File: config.mk
export PLATFORM = sky130hd
export DESIGN_NAME = uart_tx_arbiter_flat
export DESIGN_NICKNAME = d
export VERILOG_FILES = /design/src/rtl/uart_tx_arbiter_if.sv /design/src/rtl/uart_tx_arbiter.sv /design/src/flat_wrapper.sv
export SDC_FILE = /design/constraint.sdc
export NUM_CORES = 1
export LEC_CHECK = 0
export ABC_AREA = 1
export BUFFER_PORTS_ARGS = -buffer_cell sky130_fd_sc_hd__buf_2
export CAP_MARGIN = 0
export CORE_ASPECT_RATIO = 2
export CORE_MARGIN = 5
export CORE_UTILIZATION = 44
export CTS_CLUSTER_DIAMETER = 60
export DETAILED_ROUTE_END_ITERATION = 6
export GPL_ROUTABILITY_DRIVEN = 0
export HOLD_SLACK_MARGIN = 0.02
export PLACE_DENSITY_LB_ADDON = 0.1
export SYNTH_ARGS = -nofsm -noshare
export SYNTH_HDL_FRONTEND = slang
export SYNTH_SLANG_ARGS = --single-unit
export TNS_END_PERCENT = 10
File: constraint.sdc
create_clock -name clk -period 2.79 [get_ports clk]
set_input_delay 0.279 -clock clk [delete_from_list [all_inputs] [get_ports clk]]
set_output_delay 0.279 -clock clk [all_outputs]
set_load 0.03 [all_outputs]
File: src/rtl/uart_tx_arbiter_if.sv
// uart_tx_arbiter_if: requester/transmitter bundle for uart_tx_arbiter.
//   req/req_data : per-requester byte pending and its data (byte i on [8i+7:8i])
//   ack/err      : one-clk completion / timeout pulses, one bit per requester
//   gnt          : one-hot owner while a transfer is in progress
//   busy         : arbiter not idle
//   tx_newd/tx_data/tx_done : connection to the shared uart_tx
// master = arbiter side, slave = requesters + transmitter side.
interface uart_tx_arbiter_if #(
  parameter int NREQ = 4
) ();
  logic [NREQ-1:0]   req;
  logic [8*NREQ-1:0] req_data;
  logic [NREQ-1:0]   ack;
  logic [NREQ-1:0]   err;
  logic [NREQ-1:0]   gnt;
  logic              busy;
  logic              tx_newd;
  logic [7:0]        tx_data;
  logic              tx_done;

  modport master (
    input  req, req_data, tx_done,
    output ack, err, gnt, busy, tx_newd, tx_data
  );

  modport slave (
    output req, req_data, tx_done,
    input  ack, err, gnt, busy, tx_newd, tx_data
  );
endinterface

File: src/rtl/uart_tx_arbiter.sv
// uart_tx_arbiter: round-robin sharing of one uart_tx among NREQ requesters.
// Holds tx_newd for HOLD_CYCLES clks so the slow baud domain sees it, then
// waits for a fresh rising edge of tx_done (ack) or TIMEOUT clks (err).
// Ports:
//   clk - system clock
//   rst - synchronous active-high reset (does not touch the transmitter)
//   bus - uart_tx_arbiter_if.master: req/req_data in, ack/err/gnt/busy out,
//         tx_newd/tx_data out to uart_tx, tx_done in from uart_tx
module uart_tx_arbiter #(
  parameter int NREQ        = 4,
  parameter int HOLD_CYCLES = 128,
  parameter int TIMEOUT     = 4096
) (
  input logic               clk,
  input logic               rst,
  uart_tx_arbiter_if.master bus
);

  localparam int IW   = (NREQ > 1) ? $clog2(NREQ) : 1;
  localparam int MAXC = (HOLD_CYCLES > TIMEOUT) ? HOLD_CYCLES : TIMEOUT;
  localparam int CW   = (MAXC > 1) ? $clog2(MAXC) : 1;
  localparam int unsigned NR = NREQ;
  localparam logic [CW-1:0] HOLD_LAST = CW'(HOLD_CYCLES - 1);
  localparam logic [CW-1:0] WAIT_LAST = CW'(TIMEOUT - 1);

  typedef enum logic [1:0] {
    IDLE,
    ISSUE,
    WAIT
  } state_t;

  state_t          state, state_n;
  logic [IW-1:0]   ptr, ptr_n;
  logic [IW-1:0]   idx, idx_n;
  logic [CW-1:0]   cnt, cnt_n;
  logic [NREQ-1:0] ack_q, ack_n;
  logic [NREQ-1:0] err_q, err_n;
  logic [NREQ-1:0] gnt_q, gnt_n;
  logic            newd_q, newd_n;
  logic [7:0]      data_q, data_n;

  logic            done_s1, done_s2, done_d;
  logic            done_rise;

  logic            found;
  logic [IW-1:0]   pick;
  logic [IW-1:0]   cand;

  function automatic logic [NREQ-1:0] onehot(input logic [IW-1:0] i);
    logic [NREQ-1:0] v;
    v    = '0;
    v[i] = 1'b1;
    return v;
  endfunction

  // tx_done comes from the baud domain; only a rising edge seen after the
  // synchronizer counts, so a level left high by the previous byte is ignored.
  // Deliberately not reset so reset cannot fabricate an edge.
  always_ff @(posedge clk) begin
    done_s1 <= bus.tx_done;
    done_s2 <= done_s1;
    done_d  <= done_s2;
  end

  assign done_rise = done_s2 & ~done_d;

  // Round-robin search starting one past the last served requester.
  always_comb begin
    found = 1'b0;
    pick  = '0;
    cand  = '0;
    for (int unsigned k = 1; k <= NR; k++) begin
      cand = IW'((32'(ptr) + k) % NR);
      if (!found && bus.req[cand]) begin
        found = 1'b1;
        pick  = cand;
      end
    end
  end

  always_comb begin
    state_n = state;
    ptr_n   = ptr;
    idx_n   = idx;
    cnt_n   = cnt;
    ack_n   = '0;
    err_n   = '0;
    gnt_n   = gnt_q;
    newd_n  = newd_q;
    data_n  = data_q;
    unique case (state)
      IDLE: begin
        if (found) begin
          state_n = ISSUE;
          idx_n   = pick;
          gnt_n   = onehot(pick);
          newd_n  = 1'b1;
          data_n  = bus.req_data[{pick, 3'b000} +: 8];
          cnt_n   = '0;
        end
      end
      ISSUE: begin
        if (cnt == HOLD_LAST) begin
          newd_n  = 1'b0;
          cnt_n   = '0;
          state_n = WAIT;
        end else begin
          cnt_n = cnt + 1'b1;
        end
      end
      WAIT: begin
        // done is checked first so it wins a tie with the timeout
        if (done_rise) begin
          ack_n   = onehot(idx);
          gnt_n   = '0;
          ptr_n   = idx;
          state_n = IDLE;
        end else if (cnt == WAIT_LAST) begin
          err_n   = onehot(idx);
          gnt_n   = '0;
          ptr_n   = idx;
          state_n = IDLE;
        end else begin
          cnt_n = cnt + 1'b1;
        end
      end
      default: state_n = IDLE;
    endcase
  end

  always_ff @(posedge clk) begin
    if (rst) begin
      state  <= IDLE;
      ptr    <= IW'(NREQ - 1);
      idx    <= '0;
      cnt    <= '0;
      ack_q  <= '0;
      err_q  <= '0;
      gnt_q  <= '0;
      newd_q <= 1'b0;
      data_q <= '0;
    end else begin
      state  <= state_n;
      ptr    <= ptr_n;
      idx    <= idx_n;
      cnt    <= cnt_n;
      ack_q  <= ack_n;
      err_q  <= err_n;
      gnt_q  <= gnt_n;
      newd_q <= newd_n;
      data_q <= data_n;
    end
  end

  assign bus.ack     = ack_q;
  assign bus.err     = err_q;
  assign bus.gnt     = gnt_q;
  assign bus.busy    = (state != IDLE);
  assign bus.tx_newd = newd_q;
  assign bus.tx_data = data_q;

endmodule
File: src/flat_wrapper.sv
// flat-port wrapper written by rule: the top's interface ports become plain ports
module uart_tx_arbiter_flat 
#(
  parameter int NREQ        = 4,
  parameter int HOLD_CYCLES = 128,
  parameter int TIMEOUT     = 4096
)
  (clk, rst, bus_req, bus_req_data, bus_tx_done, bus_ack, bus_err, bus_gnt, bus_busy, bus_tx_newd, bus_tx_data);
  uart_tx_arbiter_if #(.NREQ(NREQ)) bus_i ();
  input logic clk;
  input logic rst;
  input wire logic [$bits(bus_i.req)-1:0] bus_req;
  input wire logic [$bits(bus_i.req_data)-1:0] bus_req_data;
  input wire logic [$bits(bus_i.tx_done)-1:0] bus_tx_done;
  output wire logic [$bits(bus_i.ack)-1:0] bus_ack;
  output wire logic [$bits(bus_i.err)-1:0] bus_err;
  output wire logic [$bits(bus_i.gnt)-1:0] bus_gnt;
  output wire logic [$bits(bus_i.busy)-1:0] bus_busy;
  output wire logic [$bits(bus_i.tx_newd)-1:0] bus_tx_newd;
  output wire logic [$bits(bus_i.tx_data)-1:0] bus_tx_data;
  assign bus_i.req = bus_req;
  assign bus_i.req_data = bus_req_data;
  assign bus_i.tx_done = bus_tx_done;
  assign bus_ack = bus_i.ack;
  assign bus_err = bus_i.err;
  assign bus_gnt = bus_i.gnt;
  assign bus_busy = bus_i.busy;
  assign bus_tx_newd = bus_i.tx_newd;
  assign bus_tx_data = bus_i.tx_data;
  uart_tx_arbiter #(.NREQ(NREQ), .HOLD_CYCLES(HOLD_CYCLES), .TIMEOUT(TIMEOUT)) u_core (.clk(clk), .rst(rst), .bus(bus_i));
endmodule
==> results_dict.tcl, run 1 <==
set metrics [dict create \
    grt_use_total_pct 19.70 \
    final_layout_size_suffix_gt1_share_pct 29.14 \
    worstSetupEndpointType "register" \
    grt_overflow 0 \
    cpPeakStageDelay_ns 0.56 \
    postCtsHoldBufs 0 \
    r2r_end "u_core.bus.tx_data[6]" \
    synthDistinctLibCells 33 \
    routed_wl_um 7214 \
    slew_headroom_pct 69.22 \
    numCtsBuffers 5 \
    worst_pin_slew_ns 0.4612 \
    pwr_density_cell_nw_per_um2 837.3 \
    port_buffers 60 \
    num_antenna_cells 0 \
    hold_ws_ns 0.08844 \
    finalSetupViolCount 0 \
    crit_top_cell "nand2_1" \
    cts_resized 0 \
    routedWlPerCell_um 13.98 \
    postCtsSetupBuffers 0 \
    vias 2711 \
    status "complete, no violations" \
    hold_class "input port to register" \
    critPathKind "register to register" \
    fp.dieW_um 65.23 \
    ys_seq_area_share_pct 31.33 \
    synth.net_count 438 \
    clk_latency_ns 0.29 \
    htree_levels 2 \
    cp.required_ns 3.02 \
    clkSlewWorstSetupHoldPaths_ns 0.06 \
    grt_pass1_wl_um 12190 \
    drt-initial-drc-count 162 \
    syn-cell-area_um2 2684 \
    fillCellCount 642 \
    fin_setup_tns_ns 0 \
    cts_tree "yes" \
    synthTopCellsByArea "dfxtp_1, nand2_1, nand3_1" \
    area_delta_synth_final_pct 16.64 \
    setup_slack_ns 0.4888 \
    synth_top_area_share_pct 31.33 \
    maxCapViolCount 0 \
    hold_path_startpoint "bus_tx_done" \
    start_util_pct 45.06 \
    regToRegSetupSlack_ns 0.49 \
    reg2reg_depth 14 \
    top_level_ports 61 \
    cts_sinks 42 \
    synthCells 394 \
    post-route-min-period_ns 2.301 \
    core_um2 5956 \
    ant_nets 0 \
    start_kind "register" \
    slew_violations 0 \
    grt_max_degree 20 \
    firstDrtPassIters 5 \
    yosysTopAreaCell "dfxtp_1" \
    fin_skew_ns 0.003916 \
    p_leak_nw 1.474 \
    ctsRootBufferMaster "clkbuf_16" \
    antenna_found_initial 0 \
    crit_start "u_core.ptr[0]" \
    avgSynthCellArea_um2 6.812 \
    ys_seq_elements 42 \
    cts_buffer_depth 2 \
    critPathMaxFanout 14 \
    cp_slowest_cell "dfxtp_1" \
    rsz0062_at_grt "false" \
    crit_end "u_core.bus.tx_data[6]" \
    ir_drop_v 0.0006066 \
    vias_per_cell 5.254 \
    rows 40 \
    dp_hpwl_um 5744 \
    yosysWarnings 0 \
    drc 0 \
    path_cells "inv_2 > nand2_1 > nand2_1 > nand2_2 > nand2_4 > a21oi_1 > nand2_1 > nand2_1 > nand2_2 > nor2_1 > nand2_1 > nand2_1 > nor2_1 > nor2_1" \
    critPathArrivalTime_ns 2.53 \
    place_ws_ns 0.4883 \
    fmax_mhz 434.6 \
    post-route-period-util_pct 82.48 \
    grt_pass1_vias 2712 \
    nets 496 \
    r2r_start "u_core.ptr[0]" \
    die_area_um2 7856 \
    hold_violations 0 \
    die_y_um 120.5 \
]
[routing by layer]
| metal | GRT usage (%) | up-vias | wire [um] |
|---|---|---|---|
| li1 | - | 1376 | - |
| met4 | 11.17 | 0 | 342 |
| met1 | 18.83 | 1229 | 2460 |
| met3 | 3.253 | 29 | 312 |
| met5 | 0 | - | 0 |
| met2 | 37.78 | 77 | 4099 |
[kinds of logic after synthesis]
| family | share of synthesized area, % |
|---|---|
| and+or+nand+nor | 44.20 |
| AOI/OAI and AO/OA | 11.42 |
| buffers and inverters | 9.417 |
| DFF | 31.33 |
| adders and majority gates | 2.331 |
| xor gates and xnor gates | 1.306 |
[flip-flops by register name (all words and copies together) (netlist names)]
name and cells:
u_core.bus.err 4, u_core.done_d 1, u_core.done_s1 1, u_core.idx 2
u_core.bus.tx_newd 1, u_core.bus.gnt 4, u_core.bus.tx_data 8, u_core.cnt 12
u_core.done_s2 1, u_core.state 2, u_core.bus.ack 4, u_core.ptr 2
[metrics by stage]
stage / instances / total power [mW] / util [%] / area (um^2)
after floorplan: 394 / 1.787 / - / 2684
after global placement: 508 / 2.057 / 50.11 / 2984
after detailed placement: 508 / 2.065 / 50.11 / 2984
after global routing: 516 / 2.826 / 52.56 / 3131
final: 516 / 2.621 / 52.56 / 3131
after CTS: 516 / 2.656 / 52.56 / 3131
[layout make-up]
cell class / instances / area, um^2 / area share [%]
Tap cell: 63 / 78.83 / 2.518
Inverter: 41 / 166.4 / 5.316
Clock buffer: 5 / 125.1 / 3.997
Sequential cell: 42 / 840.8 / 26.86
Multi-Input combinational cell: 301 / 1590 / 50.80
Clock inverter: 3 / 21.27 / 0.6795
Timing Repair Buffer: 61 / 307.8 / 9.832
[cells in the final DEF (no fill, tap or decap), types with 3 or more instances in the layout]
cell type  netlist  layout
nand2_1        116     116
buf_2            0      60
dfxtp_1         42      42
nand3_1         38      38
inv_1           33      33
nor2_1          31      31
nand2_2         24      24
a21oi_1         19      19
o21ai_0         12      12
nor3_1          11      11
a21oi_2          9       9
nand2_4          6       6
inv_2            5       5
ha_1             5       5
clkbuf_16        0       5
nor2_2           4       4
o211ai_1         4       4
clkinv_4         2       3
nand3_2          3       3
nor2_4           3       3
xor2_1           3       3
[where the power goes]
| part | switching [mW] | total [mW] | internal [mW] |
|---|---|---|---|
| Sequential | 0.0858 | 0.801 | 0.715 |
| Clock | 0.246 | 0.577 | 0.331 |
| Combinational | 0.876 | 1.24 | 0.366 |
[worst min path at each step]
stage,depth (start not counted),end,slack [ns]
detailed placement,0,u_core.done_s2,0.32
CTS,1,u_core.done_s1,0.08
global route,1,u_core.done_s1,0.08
floorplan,0,u_core.done_s1,0.31
global placement,0,u_core.done_s2,0.32
finish,1,u_core.done_s1,0.09
[cells in the mapped netlist]
cell type,number
nor2_2,4
nand3_4,1
inv_1,33
o211ai_1,4
xnor2_1,1
inv_2,5
nand3_2,3
inv_4,1
nand3_1,38
o31ai_1,1
a21oi_1,19
dfxtp_1,42
nor2_1,31
nor4_1,2
clkinv_4,2
nand2_2,24
buf_6,5
nand2_8,2
a21oi_4,1
or2_2,1
clkbuf_1,4
nand2_4,6
ha_1,5
nor3_1,11
nand2_1,116
buf_8,1
o21ai_0,12
nor2_4,3
nand4_1,1
xor2_1,3
a21oi_2,9
o21ai_2,1
o21ai_1,2
[critical path, delay by kind of cell (launching register included)]
kind,cells,cell delay [ns]
DFF,1,0.56
buffers and inverters,1,0.23
AOI/OAI and AO/OA,1,0.11
and+or+nand+nor,12,1.33
(Power assumes the default switching activity.)
==> run 2: changes to the inputs <==
- clock period: 2.79 -> 2.16 ns (I/O delays scaled with it)
==> results_dict.tcl, run 2 (same netlist as run 1, synthesis figures left out) <==
set metrics [dict create \
    status "complete, no violations" \
    die_area_um2 7856 \
    rows 40 \
    ctsRootBufferMaster "clkbuf_16" \
    fmax_mhz 507.7 \
    ant_nets 0 \
    p_leak_nw 1.513 \
    postCtsHoldBufs 0 \
    slew_headroom_pct 69.39 \
    rsz0062_at_grt "false" \
    placed_area_um2 3037 \
    top_level_ports 61 \
    maxCapViolCount 0 \
    grt_pass1_vias 2706 \
    fin_setup_tns_ns 0 \
    htree_levels 2 \
    final_common_cell "nand2_1" \
    worstSetupEndpointType "register" \
    post-route-min-period_ns 1.970 \
    cts_sinks 42 \
    port_buffers 60 \
    start_util_pct 45.06 \
    clkSlewWorstSetupHoldPaths_ns 0.06 \
    drt-initial-drc-count 141 \
    dp.cells 515 \
    hold_violations 0 \
    regMostFlops "u_core.cnt" \
    core_um2 5956 \
    numCtsBuffers 5 \
    finalSetupViolCount 0 \
    routed_wl_um 7250 \
    fp.dieW_um 65.23 \
    hold_class "input port to register" \
    firstDrtPassIters 4 \
    num_antenna_cells 0 \
    routedWlPerCell_um 13.86 \
    largest_reg_flops 12 \
    cts_tree "yes" \
    pwr_density_cell_nw_per_um2 1068 \
    final_layout_size_suffix_gt1_share_pct 30.43 \
    cp.required_ns 2.38 \
    nets 503 \
    grt_max_degree 20 \
    clk_latency_ns 0.28 \
    postLayoutCellArea_um2 3206 \
    worst_pin_slew_ns 0.4587 \
    grt_use_total_pct 19.71 \
    critPathMaxFanout 9 \
    setup_slack_ns 0.1901 \
    slew_violations 0 \
    vias 2695 \
    drc 0 \
    layout_common_cells "nand2_1, buf_2, dfxtp_1" \
    post-route-period-util_pct 91.20 \
    grt_overflow 0 \
    area_delta_synth_final_pct 19.44 \
    grt_pass1_wl_um 11990 \
    final_cells 523 \
    start_kind "register" \
    fin_skew_ns 0.004324 \
    antenna_found_initial 0 \
    dp_hpwl_um 5906 \
    cts_buffer_depth 2 \
    critPathArrivalTime_ns 2.19 \
    place_ws_ns 0.08935 \
    vias_per_cell 5.153 \
    ir_drop_v 0.0005171 \
    post-route-util_pct 53.82 \
    critPathKind "register to register" \
    die_y_um 120.5 \
]
[run 2: worst max-delay path, cell delays in order, from the launching register on]
cell and delay (ns):
dfxtp_1 0.38, ha_1 0.20, nand2_1 0.09, nor2_4 0.13, nand3_2 0.09, nor2_2 0.12, nand3_2 0.12, a21oi_4 0.21
nor2_2 0.08, nand2_4 0.11, buf_4 0.19, nand2_2 0.06, a21oi_2 0.12
[run 2: worst paths after layout]
check / startpoint / endpoint / slack (ns) / depth (start not counted)
max: u_core.cnt[0] / u_core.cnt[11] / 0.19 / 12
min reg2reg: u_core.done_s1 / u_core.done_s2 / 0.33 / 0
max reg2reg: u_core.cnt[0] / u_core.cnt[11] / 0.19 / 12
min: bus_tx_done / u_core.done_s1 / 0.03 / 1
[run 2: per-layer routing]
layer | up-vias | part of all wire, % | global-route usage (%)
met1 | 1220 | 34 | 17.70
met3 | 26 | 3.5 | 2.881
met4 | 0 | 5.4 | 11.95
met2 | 64 | 58 | 38.92
li1 | 1385 | - | -
met5 | - | 0 | 0
[run 2: what timing repair did]
item / in CTS / in global routing
setup endpoints to repair: 0 / 11
gates resized for setup: 0 / 6
buffers inserted: 0 / 0
[run 2: area by class of cell]
| class | count | area, um^2 |
|---|---|---|
| clock inverters | 1 | 5.005 |
| well taps | 63 | 78.83 |
| fillers | 608 | 2750 |
| inverters | 41 | 168.9 |
| repair buffers | 68 | 360.3 |
| multi-input cells | 301 | 1608 |
| flip-flops and latches | 42 | 842.1 |
| clock buffers | 7 | 142.6 |
[run 2: report_power, final]
group / switching (mW) / internal (mW)
sequential: 0.110 / 0.925
combinational: 1.13 / 0.504
clock: 0.300 / 0.458
total: 1.54 / 1.89
[run 2: metrics by stage]
stage	power [mW]	hold slack [ns]
2_1_floorplan	2.308	0.2437
3_3_place_gp	2.678	0.3134
3_5_place_dp	2.686	0.3143
4_1_cts	3.451	0.02727
5_1_grt	3.699	0.02787
6_report	3.424	0.03364
